File: src/rtl/step_sequencer_if.sv
// Signal bundle between the instruction phase controller and the datapath/decoder.
// The sequencer uses the slave modport and the driving side uses the master modport.
interface step_sequencer_if;
  logic       run;
  logic       step_req;
  logic       is_mem_op;
  logic       is_halt;
  logic       mem_ready;
  logic [4:0] step;
  logic       mem_req;
  logic       pc_en;
  logic       rf_we;
  logic       instr_done;
  logic       busy;
  logic       halted;
  logic       mem_timeout;

  modport master (
    output run, step_req, is_mem_op, is_halt, mem_ready,
    input  step, mem_req, pc_en, rf_we, instr_done, busy, halted, mem_timeout
  );

  modport slave (
    input  run, step_req, is_mem_op, is_halt, mem_ready,
    output step, mem_req, pc_en, rf_we, instr_done, busy, halted, mem_timeout
  );
endinterface

File: src/rtl/step_sequencer.sv
// Multi-cycle instruction phase controller: FETCH/DECODE/EXEC/MEM/WB with a clock-enable
// divider, memory wait with timeout fault, HALT handling and single-step debug.
module step_sequencer #(
  parameter int DIV_LOG2 = 1,
  parameter int TIMEOUT  = 15
) (
  input  logic             clk,
  input  logic             reset_n,
  step_sequencer_if.slave  bus
);

  localparam int TO_W = $clog2(TIMEOUT + 1);

  typedef enum logic [2:0] {
    S_IDLE,
    S_FETCH,
    S_DECODE,
    S_EXEC,
    S_MEM,
    S_WB,
    S_HALT
  } state_e;

  state_e          r_state;
  state_e          w_next;
  logic            w_tick;
  logic            w_to_fire;
  logic            w_start;
  logic            r_step_pend;
  logic            r_mem_rdy;
  logic            r_mem_timeout;
  logic [TO_W-1:0] r_to_cnt;

  // Phase advance enable: every clk when undivided, else when the divider is all ones.
  if (DIV_LOG2 == 0) begin : g_nodiv
    assign w_tick = 1'b1;
  end else begin : g_div
    logic [DIV_LOG2-1:0] r_div;

    always_ff @(posedge clk or negedge reset_n) begin
      if (!reset_n) r_div <= '0;
      else          r_div <= r_div + DIV_LOG2'(1);
    end

    assign w_tick = &r_div;
  end

  // The timeout fault is the only transition that does not wait for a tick.
  assign w_to_fire = (r_state == S_MEM) && !r_mem_rdy && !bus.mem_ready &&
                     (r_to_cnt == TO_W'(TIMEOUT - 1));

  assign w_start = (r_state == S_IDLE) && (w_next == S_FETCH);

  // NOTE: state registers use non-blocking assignments so every flop samples pre-edge values.
  always_ff @(posedge clk or negedge reset_n) begin
    if (!reset_n) r_state <= S_IDLE;
    else          r_state <= w_next;
  end

  // NOTE: every always_comb output gets a default first so no path can infer a latch.
  always_comb begin
    w_next = r_state;
    if (w_to_fire) begin
      w_next = S_HALT;
    end else if (w_tick) begin
      case (r_state)
        S_IDLE:   if (bus.run || r_step_pend) w_next = S_FETCH;
        S_FETCH:  w_next = S_DECODE;
        S_DECODE: w_next = bus.is_halt ? S_HALT : S_EXEC;
        S_EXEC:   w_next = bus.is_mem_op ? S_MEM : S_WB;
        S_MEM:    if (r_mem_rdy || bus.mem_ready) w_next = S_WB;
        S_WB:     w_next = bus.run ? S_FETCH : S_IDLE;
        S_HALT:   w_next = S_HALT;
        default:  w_next = S_IDLE;
      endcase
    end
  end

  always_comb begin
    bus.step       = 5'b00000;
    bus.mem_req    = 1'b0;
    bus.pc_en      = 1'b0;
    bus.rf_we      = 1'b0;
    bus.instr_done = 1'b0;
    bus.halted     = 1'b0;
    case (r_state)
      S_FETCH:  bus.step = 5'b00001;
      S_DECODE: bus.step = 5'b00010;
      S_EXEC:   bus.step = 5'b00100;
      S_MEM: begin
        bus.step    = 5'b01000;
        bus.mem_req = 1'b1;
      end
      S_WB: begin
        bus.step       = 5'b10000;
        bus.pc_en      = w_tick;
        bus.rf_we      = w_tick;
        bus.instr_done = w_tick;
      end
      S_HALT:   bus.halted = 1'b1;
      default:  bus.step = 5'b00000;
    endcase
  end

  assign bus.busy        = (r_state != S_IDLE) && (r_state != S_HALT);
  assign bus.mem_timeout = r_mem_timeout;

  // A single pending debug step; later pulses while one is pending are dropped.
  always_ff @(posedge clk or negedge reset_n) begin
    if (!reset_n) begin
      r_step_pend <= 1'b0;
    end else if (w_start) begin
      r_step_pend <= 1'b0;
    end else if (bus.step_req && !bus.run && (r_state != S_HALT)) begin
      r_step_pend <= 1'b1;
    end
  end

  // mem_ready latch and wait counter live only while the FSM stays in MEM.
  always_ff @(posedge clk or negedge reset_n) begin
    if (!reset_n) begin
      r_mem_rdy <= 1'b0;
      r_to_cnt  <= '0;
    end else if ((r_state == S_MEM) && (w_next == S_MEM)) begin
      if (bus.mem_ready) r_mem_rdy <= 1'b1;
      if (!r_mem_rdy)    r_to_cnt  <= r_to_cnt + TO_W'(1);
    end else begin
      r_mem_rdy <= 1'b0;
      r_to_cnt  <= '0;
    end
  end

  always_ff @(posedge clk or negedge reset_n) begin
    if (!reset_n)       r_mem_timeout <= 1'b0;
    else if (w_to_fire) r_mem_timeout <= 1'b1;
  end

endmodule

File: src/flat_wrapper.sv
// flat-port wrapper written by rule: the top's interface ports become plain ports
module step_sequencer_flat 
#(
  parameter int DIV_LOG2 = 1,
  parameter int TIMEOUT  = 15
)
  (clk, reset_n, bus_run, bus_step_req, bus_is_mem_op, bus_is_halt, bus_mem_ready, bus_step, bus_mem_req, bus_pc_en, bus_rf_we, bus_instr_done, bus_busy, bus_halted, bus_mem_timeout);
  step_sequencer_if bus_i ();
  input  logic clk;
  input  logic reset_n;
  input wire logic [$bits(bus_i.run)-1:0] bus_run;
  input wire logic [$bits(bus_i.step_req)-1:0] bus_step_req;
  input wire logic [$bits(bus_i.is_mem_op)-1:0] bus_is_mem_op;
  input wire logic [$bits(bus_i.is_halt)-1:0] bus_is_halt;
  input wire logic [$bits(bus_i.mem_ready)-1:0] bus_mem_ready;
  output wire logic [$bits(bus_i.step)-1:0] bus_step;
  output wire logic [$bits(bus_i.mem_req)-1:0] bus_mem_req;
  output wire logic [$bits(bus_i.pc_en)-1:0] bus_pc_en;
  output wire logic [$bits(bus_i.rf_we)-1:0] bus_rf_we;
  output wire logic [$bits(bus_i.instr_done)-1:0] bus_instr_done;
  output wire logic [$bits(bus_i.busy)-1:0] bus_busy;
  output wire logic [$bits(bus_i.halted)-1:0] bus_halted;
  output wire logic [$bits(bus_i.mem_timeout)-1:0] bus_mem_timeout;
  assign bus_i.run = bus_run;
  assign bus_i.step_req = bus_step_req;
  assign bus_i.is_mem_op = bus_is_mem_op;
  assign bus_i.is_halt = bus_is_halt;
  assign bus_i.mem_ready = bus_mem_ready;
  assign bus_step = bus_i.step;
  assign bus_mem_req = bus_i.mem_req;
  assign bus_pc_en = bus_i.pc_en;
  assign bus_rf_we = bus_i.rf_we;
  assign bus_instr_done = bus_i.instr_done;
  assign bus_busy = bus_i.busy;
  assign bus_halted = bus_i.halted;
  assign bus_mem_timeout = bus_i.mem_timeout;
  step_sequencer #(.DIV_LOG2(DIV_LOG2), .TIMEOUT(TIMEOUT)) u_core (.clk(clk), .reset_n(reset_n), .bus(bus_i));
endmodule
File: config.mk
export PLATFORM = sky130hd
export DESIGN_NAME = step_sequencer_flat
export DESIGN_NICKNAME = d
export VERILOG_FILES = /design/src/rtl/step_sequencer_if.sv /design/src/rtl/step_sequencer.sv /design/src/flat_wrapper.sv
export SDC_FILE = /design/constraint.sdc
export NUM_CORES = 1
export LEC_CHECK = 0
export BUFFER_PORTS_ARGS = -buffer_cell sky130_fd_sc_hd__buf_2
export CORE_UTILIZATION = 40
export CTS_CLUSTER_DIAMETER = 200
export DETAILED_ROUTE_END_ITERATION = 10
export GPL_TIMING_DRIVEN = 1
export MAX_ROUTING_LAYER = met4
export PLACE_DENSITY = 0.65
export SYNTH_ARGS = -nofsm -noshare
export SYNTH_HDL_FRONTEND = slang
export SYNTH_SLANG_ARGS = --single-unit
File: constraint.sdc
create_clock -name clk -period 4.2 [get_ports clk]
set_clock_uncertainty 0.1 [all_clocks]
set_input_delay 0.84 -clock clk [delete_from_list [all_inputs] [get_ports clk]]
set_output_delay 0.84 -clock clk [all_outputs]
set_load 0.01 [all_outputs]
==> metrics.md <==
| Metric | Value |
|---|---|
| Top cells by area, synth | dfrtp_1, nor2_1, ha_1 |
| Antenna diodes | 0 |
| Top-count cell post-synth | nor2_1 |
| Post-layout util | between 50% and 60% |
| Initial antenna violation count | 0 |
| CTS resizes | 0 |
| Worst-Margin Slew | 409 ps |
| Largest net degree at the start of global routing | 12 |
| CP arrival | between 1500 and 2000 ps |
| Placer Congestion | a little over 0.9 |
| Startpoint types | flop |
| Syn Inst Count | 70 |
| Top FF cell, synth | dfrtp_1 |
| Leakage dissipation | 0.402 nW |
| Syn Nets | between 70 and 80 |
| Setup TNS | 0 ps |
| R2r setup slk | roughly 2500 ps |
| Count of cell types in the netlist | 31 |
| Max Cap Viol | 0 |
| Critical Path Fanout Max | 9 |
| Required time of the critical path | roughly 3300 ps |
| Area leader, netlist | dfrtp_1 |
| Final period utilization | around three fifths |
| Hold-fix buffers, CTS | 0 |
| Net count, final | between 90 and 100 |
| GRT overflow | 0 |
| DRT Pass-1 Iters | 4 |
| Root buf cell | clkbuf_4 |
| Post-DP HPWL | around 970 um |
| Critical R2R Launch | u_core.r_state[0] |
| Post-Layout Cell Count | about 100 |
| Worst Setup EP | bus_busy |
| CP cell instances | nand2b_1 > or3b_2 > buf_2 |
| Area share of the leading cell type in the synthesized netlist | between 40% and 50% |
| Syn avg cell area | around 9.2 um^2 |
| Share of cells above drive strength 1 | about 30% |
| Worst Setup SP | u_core.r_state[2] |
| Async SR Flop Fraction | between 90% and 100% |
| Kind of critical path | reg -> out |
| Critical path buffers and inverters | 1 |
| DR iter-0 viols | 7 |
| First-pass GRT wire length | approximately 2100 um |
| Die ar. | 1780 um^2 |
| Fin. Hold Viols | 0 |
| Placed Cells | 100 |
| Synth Warn # | 0 |
| Number of flops mapped to enable cells by yosys | 0 |
| Vias in the first global route | approximately 480 |
| Longest Clk Path Bufs | 2 |
| Mapped Area | 647 um^2 |
| HP Class | in -> async |
| FF+latch count, synth | 11 |
| VDD IR max | 0.267 mV |
| CTS sink cnt | 11 |
| Row count | 14 |
| H-tree Lvls | 1 |
| Finish-stage setup viols | 0 |
| Max Freq | between 400 and 500 MHz |
| R2R depth | 4 |
| Postcts setup bufs | 0 |
| PwrDens | 493 nW/um^2 |
| Routed WL | roughly 1200 um |
| Pins Over Slew Limit | 0 |
| CTS tree | yes |
| Die H | roughly 42 um |
| Clock latency on the worst-skew pair | around 270 ps |
| Core area | roughly 1500 um^2 |
| Slowest Stage Delay on Critical Path | just under 500 ps |
| Reg-to-Reg End | u_core.r_step_pend |
| Number of fill cells in the layout | around 140 |
| Critical path depth in cells | 3 |
| Initial core utilization | between 40% and 50% |
| Post-synthesis sequential area ratio | 42.6% |
| IO buf count | 18 |
| Vias per inst | around 5.4 |
| Routed len/inst | between 10 and 15 um |
| Delay-heaviest family, CP | simple AND/OR/NAND/NOR gates |
| IO Count | 19 |
| DIE WIDTH | approximately 42 um |
| Area growth, synth to finish | 16.4% |
| DR DRC count | 0 |
| Commonest cells in the netlist | nor2_1, dfrtp_1, inv_1, nand2_1, o211ai_1 |
| Setup crit end kind | output port |
| Slowest CP cell | dfrtp_1 |
| Clock transition at the registers of the reported paths | approximately 70 ps |
| Num CTS Buffers | 3 |
| Global Route Usage Sum | between 10% and 20% |
| Relative slew slack | 72.6% |
| Routed via count | between 500 and 600 |
| Final ANT Viol Nets | 0 |
| Crit path time final | between 2000 and 2500 ps |
| Outcome | finished clean |
| Pwr Total | 0.371 mW |
| RSZ-0062 raised after global routing | no |
layout by cell type (no fill, tap or decap), types with 2 or more instances in the layout:
master	instances
dfrtp_1	11
a21o_1	2
nand2_1	4
clkbuf_4	3
buf_2	18
nor2_1	15
xor2_1	2
ha_1	2
o211ai_1	3
a21oi_1	2
o21ai_0	2
inv_1	4
nor2b_1	2
where the power goes:
part	internal (mW)	total, mW	switching (mW)
clock	0.0367	0.0711	0.0343
sequential	0.123	0.154	0.0311
combinational	0.0681	0.146	0.0784
total	0.228	0.371	0.144
through the flow:
step	cell area, um^2	worst slack, ps	hold WS, ps
global route	753	1640	326
finish	753	1720	319
global placement	727	2060	365
detailed placement	727	2020	341
floorplan	647	2080	381
CTS	753	1730	324
registers in the layout, summed over array words and instances, names as in the netlist:
signal / count
u_core.bus.mem_timeout: 1
u_core.g_div.r_div: 1
u_core.r_mem_rdy: 1
u_core.r_state: 3
u_core.r_step_pend: 1
u_core.r_to_cnt: 4
metal layers:
metal | vias up | share of wire, % | global-route usage, %
li1 | 277 | - | -
met3 | 2 | 5.9 | 7.76
met1 | 267 | 48 | 21.7
met2 | 15 | 46 | 23.1
met4 | 0 | 0.56 | 3.75
met5 | - | 0 | -
layout make-up:
type	count	area (um^2)	area share (%)
inverters	4	15.0	1.99
multi-input cells	51	327	43.4
well taps	16	20.0	2.66
repair buffers	18	90.1	12.0
flip-flops and latches	11	275	36.5
clock buffers	4	26.3	3.49
cells by family (layout without fill, tap and decap cells):
logic type / count (synthesis) / in the layout / synth area share [%]
flip-flops: 11 / 11 / 42.6
buffers and inverters: 8 / 26 / 6.96
multiplexers: 1 / 1 / 1.74
XOR/XNOR: 3 / 3 / 4.06
AND/OR/NAND/NOR: 32 / 32 / 26.1
adder cells (fa/ha/maj): 2 / 2 / 3.87
AO/OA/AOI/OAI: 13 / 13 / 14.7
how the worst min path moves through the flow:
stage	startpoint	endpoint	slack (ps)	depth (start not counted)
CTS	reset_n	u_core.r_to_cnt[2]	320	1
global route	reset_n	u_core.r_to_cnt[2]	330	1
global placement	u_core.bus.mem_timeout	u_core.bus.mem_timeout	370	1
floorplan	u_core.r_step_pend	u_core.r_step_pend	380	1
finish	reset_n	u_core.r_to_cnt[2]	320	1
detailed placement	u_core.bus.mem_timeout	u_core.bus.mem_timeout	340	1
No activity file was read; power rests on OpenSTA's default activity.
